### src/rtl/inccomp_n.sv
// NCH saturating/wrapping event counters with a registered running maximum and winner index.
// Latency: one cycle from strobe to counters, C, max_idx, c_valid and ovf.
// No backpressure: every strobe is accepted on every rising ck edge.
module inccomp_n #(
  parameter int WIDTH = 8,
  parameter int NCH   = 4,
  parameter int SAT   = 0,
  localparam int IW   = $clog2(NCH)
) (
  input  logic             ck,
  input  logic             rst,
  input  logic [NCH-1:0]   INC,
  input  logic [NCH-1:0]   CLR,
  output logic [WIDTH-1:0] C,
  output logic [IW-1:0]    max_idx,
  output logic             c_valid,
  output logic [NCH-1:0]   ovf
);

  // Leaf count of the comparator tree, padded up to a power of two.
  localparam int NP = 1 << IW;
  localparam logic [WIDTH-1:0] ALL1 = '1;

  logic [WIDTH-1:0] cnt [NCH];
  logic [WIDTH-1:0] nxt [NCH];
  logic [NCH-1:0]   ovf_nxt;
  logic [WIDTH-1:0] max_val;
  logic [IW-1:0]    max_pos;
  logic             upd;

  assign upd = |(INC | CLR);

  // Next count and next sticky overflow per channel; clear beats increment.
  always_comb begin
    ovf_nxt = ovf;
    for (int i = 0; i < NCH; i++) begin
      nxt[i] = cnt[i];
      if (CLR[i]) begin
        nxt[i]     = '0;
        ovf_nxt[i] = 1'b0;
      end else if (INC[i]) begin
        if (cnt[i] == ALL1) begin
          ovf_nxt[i] = 1'b1;
          nxt[i]     = (SAT != 0) ? ALL1 : '0;
        end else begin
          nxt[i] = cnt[i] + {{(WIDTH-1){1'b0}}, 1'b1};
        end
      end
    end
  end

  // Balanced pairwise max tree over the next values. On equal values the
  // left (lower-index) operand is kept, so the lowest index wins ties. Pad
  // leaves are zero with indices above every real channel, so they never win.
  always_comb begin
    logic [WIDTH-1:0] lv [NP];
    logic [IW-1:0]    li [NP];
    for (int j = 0; j < NP; j++) begin
      lv[j] = (j < NCH) ? nxt[j] : '0;
      li[j] = IW'(j);
    end
    for (int lvl = 0; lvl < IW; lvl++) begin
      for (int j = 0; j < (NP >> (lvl + 1)); j++) begin
        if (lv[2*j+1] > lv[2*j]) begin
          lv[j] = lv[2*j+1];
          li[j] = li[2*j+1];
        end else begin
          lv[j] = lv[2*j];
          li[j] = li[2*j];
        end
      end
    end
    max_val = lv[0];
    max_pos = li[0];
  end

  // State update: counters and flags every cycle, max/index only on strobe activity.
  always_ff @(posedge ck) begin
    if (!rst) begin
      for (int i = 0; i < NCH; i++) cnt[i] <= '0;
      ovf     <= '0;
      C       <= '0;
      max_idx <= '0;
      c_valid <= 1'b0;
    end else begin
      for (int i = 0; i < NCH; i++) cnt[i] <= nxt[i];
      ovf     <= ovf_nxt;
      c_valid <= upd;
      if (upd) begin
        C       <= max_val;
        max_idx <= max_pos;
      end
    end
  end

endmodule

### config.mk
export PLATFORM = sky130hd
export DESIGN_NAME = inccomp_n
export DESIGN_NICKNAME = d
export VERILOG_FILES = /design/src/rtl/inccomp_n.sv
export SDC_FILE = /design/constraint.sdc
export NUM_CORES = 1
export LEC_CHECK = 0
export BUFFER_PORTS_ARGS = -buffer_cell sky130_fd_sc_hd__buf_2
export CORE_MARGIN = 2
export CORE_UTILIZATION = 54
export DETAILED_ROUTE_END_ITERATION = 16
export GPL_TIMING_DRIVEN = 0
export PLACE_DENSITY = 0.78
export SYNTH_ARGS = -nofsm -noshare
export SYNTH_HDL_FRONTEND = slang
export SYNTH_SLANG_ARGS = --single-unit
### constraint.sdc
create_clock -name ck -period 4.2 [get_ports ck]
set_input_delay 0.63 -clock ck [delete_from_list [all_inputs] [get_ports ck]]
set_output_delay 0.63 -clock ck [all_outputs]
set_load 0.1 [all_outputs]
==> reports/qor.yml <==
synthesis:
  ys_ff_latch: 47
  syn-cell-area_um2: 2920
  ys_types: 41
  syn_avg_cell_area_um2: 8.17
  synth_cells: 357
  synth-seq-area-share_pct: 32.3
  synth_fp_nets: 395
  yosysWarnings: 0
outcome:
  outcome: "complete, no violations"
final_layout:
  drive_gt1_share_pct: 17.9
  instances_no_fill: 461
  layout_common_cells: "dfxtp_1 (40), nor2_1 (39), ha_1 (27)"
  fin_nets: 428
  area_growth_pct: 15.0
  finalInstanceArea_um2: 3350
  diodes: 0
  layout.cells.most_common: "dfxtp_1"
clock_tree:
  clock_latency_ns: 0.31
  cts_tree: "built"
  cts_made_buffers: 5
  max-clock-path-buffers: 2
  clkTransAtPathRegs_ns: 0.09
  cts-root-buf: "clkbuf_8"
  clock-sinks: 47
  cts_hold_buffers: 0
  htreeDepth: 2
worst_setup_path:
  crit_type: "in -> reg"
  crit_fanout: 8
  reg2reg_to: "C[3]$_SDFFE_PN0P_"
  start_kind: "primary input"
  cp-end-kind: "flip-flop"
  rr_startpoint: "cnt[1][0]$_SDFF_PN0_"
  rrSetupSlack_ns: 0.26
  cp_data_arrival_time_ns: 4.18
  r2r_cells: 19
  worstPathRequired_ns: 4.42
timing:
  finalWorstSetupSlack_ns: 0.244
  fin_crit_sh_pct: 94.2
  maxSlewViolCount: 0
  fmax_ghz: 0.253
  fin_crit_ns: 3.96
  setup_viol: 0
  tightest_slew_ns: 0.561
  whs_ns: 0.467
  finalHoldViolations: 0
  relSlewSlack_pct: 62.6
  clock_skew_ns: 0.00606
pwr:
  leakagePower_nw: 1.40
  pwr-share-clk_pct: 29.8
  p_switching_uw: 291
  internal-power_uw: 641
  power.density_nw_per_um2: 278
  power.share.combinational_pct: 20.9
  p_seq_share_pct: 49.3
  switching_share_pct: 31.2
  ir_worst_vdd_mv: 0.233
placed_design:
  place_area_um2: 3110
  dp.cells: 449
  pre_cts_ws_ns: -0.450
  dp_hpwl_um: 5090
  routabilityCongestion: 0.902
  port_buffers: 22
floorplan:
  floorplan.initialDensity_pct: 56.4
  core_region_area_um2: 5170
  die_x_um: 77.5
  die_area_um2: 6000
  die_y_um: 77.5
  num_rows: 26
  ioPinCount: 25
global_routing:
  grt_pass1_vias: 2434
  grt_max_degree: 15
  grt_overflow: 0
  grt_pass1_wl_um: 11100
  antenna_found_initial: 0
  grt_use_total_pct: 23.2
drt:
  wirelength_um: 6670
  vias_per_cell: 5.63
  drc: 0
  ant_nets: 0
  dr.pass1.iters: 4
  route.vias.total: 2597
  drt_iter0_markers: 133
  wl_per_cell_um: 14.5
worst_hold_path:
  min_from: "C[6]$_SDFFE_PN0P_"
  whs_path_depth: 2
  hp-class: "reg -> reg"
  holdPathEnd: "C[6]$_SDFFE_PN0P_"
job:
  max-cap-violations: 0
-- power groups by stage --
| stage | Sequential, mW | Combinational (mW) | Clock (mW) |
|---|---|---|---|
| 4_1_cts | 0.460 | 0.168 | 0.282 |
| 3_3_place_gp | 0.471 | 0.162 | 0 |
| 2_1_floorplan | 0.512 | 0.0883 | 0 |
| 6_report | 0.460 | 0.195 | 0.278 |
| 3_5_place_dp | 0.471 | 0.163 | 0 |
| 5_1_grt | 0.461 | 0.209 | 0.301 |
-- worst max-delay path: stages --
cell and delay, ns:
buf_2 0.17, and4_4 0.24, nand3_1 0.09, or3_1 0.33
a21oi_2 0.23, ha_1 0.30, a21oi_1 0.14, o21ai_0 0.09
o22ai_1 0.14, buf_4 0.20, mux2i_4 0.25, inv_1 0.06
ha_1 0.30, nor2b_1 0.13, o211ai_1 0.15, a21oi_1 0.09
o22a_2 0.23, nand2b_4 0.19, o221ai_1 0.22
-- Yosys cell counts --
library cell / n / area (um2)
or3_1: 5 / 31.3
clkbuf_1: 8 / 30.0
mux2i_1: 18 / 180
o21ai_0: 10 / 50.1
xor2_1: 13 / 114
or2_2: 1 / 6.26
nor3_1: 20 / 100
o221ai_2: 1 / 15.0
xnor2_1: 5 / 43.8
a221oi_2: 1 / 15.0
a22o_1: 1 / 8.76
nand4_1: 15 / 93.8
inv_1: 26 / 97.6
nor4_1: 5 / 31.3
a41oi_1: 1 / 8.76
nor2b_1: 4 / 25.0
o211ai_1: 3 / 22.5
dfxtp_1: 47 / 941
and4_1: 2 / 17.5
mux2_2: 2 / 22.5
nor3b_1: 1 / 7.51
nand2_1: 26 / 97.6
or3_4: 1 / 11.3
or2_1: 1 / 6.26
nand4b_1: 1 / 8.76
a21oi_1: 23 / 115
nand3b_1: 1 / 7.51
nand3_1: 13 / 65.1
mux2i_2: 1 / 13.8
buf_1: 2 / 7.51
ha_1: 28 / 350
o22a_1: 1 / 8.76
nand2b_1: 3 / 18.8
and2_1: 7 / 43.8
o221ai_1: 7 / 61.3
a31oi_1: 1 / 6.26
buf_2: 4 / 20.0
nor2_1: 41 / 154
o22ai_1: 2 / 12.5
a31oi_4: 1 / 21.3
and3_1: 4 / 25.0
-- metal layers --
metal	global-route usage, %	vias to the layer above	wire, um
met1	29.0	1220	3150
met3	5.00	11	176
li1	-	1335	-
met5	0	-	0
met4	8.57	0	142
met2	39.1	31	3210
-- final cells by class --
| cell class | count | area [um2] |
|---|---|---|
| tap | 70 | 87.6 |
| inverter | 26 | 97.6 |
| fill | 434 | 1820 |
| multi-input combinational | 270 | 1900 |
| timing repair buffer | 28 | 168 |
| clock inverter | 2 | 12.5 |
| buffer | 12 | 58.8 |
| sequential | 47 | 955 |
| clock buffer | 6 | 72.6 |
-- stage by stage --
step / util [%] / setup TNS (ns) / total power [mW]
2_1_floorplan: - / 0 / 0.600
3_3_place_gp: 60.2 / -3.65 / 0.633
3_5_place_dp: 60.2 / -3.88 / 0.634
4_1_cts: 62.4 / 0 / 0.910
5_1_grt: 64.8 / -0.550 / 0.971
6_report: 64.8 / 0 / 0.932
-- repair_timing --
action / in CTS / in global routing
setup buffers: 0 / 6
endpoints found under the setup margin: 9 / 10
pin swaps: 0 / 3
gates cloned: 0 / 0
resized for setup: 8 / 24
-- logic make-up after synthesis --
| group | share of synthesized area, % |
|---|---|
| adder cells (fa/ha/maj) | 12.0 |
| flip-flops | 32.3 |
| buffers and inverters | 5.32 |
| XOR/XNOR | 5.41 |
| multiplexers | 7.42 |
| AND/OR/NAND/NOR | 25.7 |
| AO/OA/AOI/OAI | 11.8 |
-- worst max-delay path by stage --
stage | startpoint | to | slack, ns | depth (start not counted)
floorplan | INC[3] | C[0]$_SDFFE_PN0P_ | 0.11 | 20
global placement | INC[3] | C[3]$_SDFFE_PN0P_ | -0.43 | 20
detailed placement | INC[3] | C[5]$_SDFFE_PN0P_ | -0.45 | 20
CTS | cnt[3][0]$_SDFF_PN0_ | C[3]$_SDFFE_PN0P_ | 0.01 | 19
global route | cnt[0][0]$_SDFF_PN0_ | C[3]$_SDFFE_PN0P_ | -0.08 | 18
finish | INC[3] | C[3]$_SDFFE_PN0P_ | 0.24 | 19
-- registers in the layout, summed over array words and instances, names as in the netlist --
| register | flops |
|---|---|
| C | 8 |
| max_idx | 2 |
| ovf | 4 |
| c_valid | 1 |
| cnt | 32 |
Power figures use the tool's default switching activity.
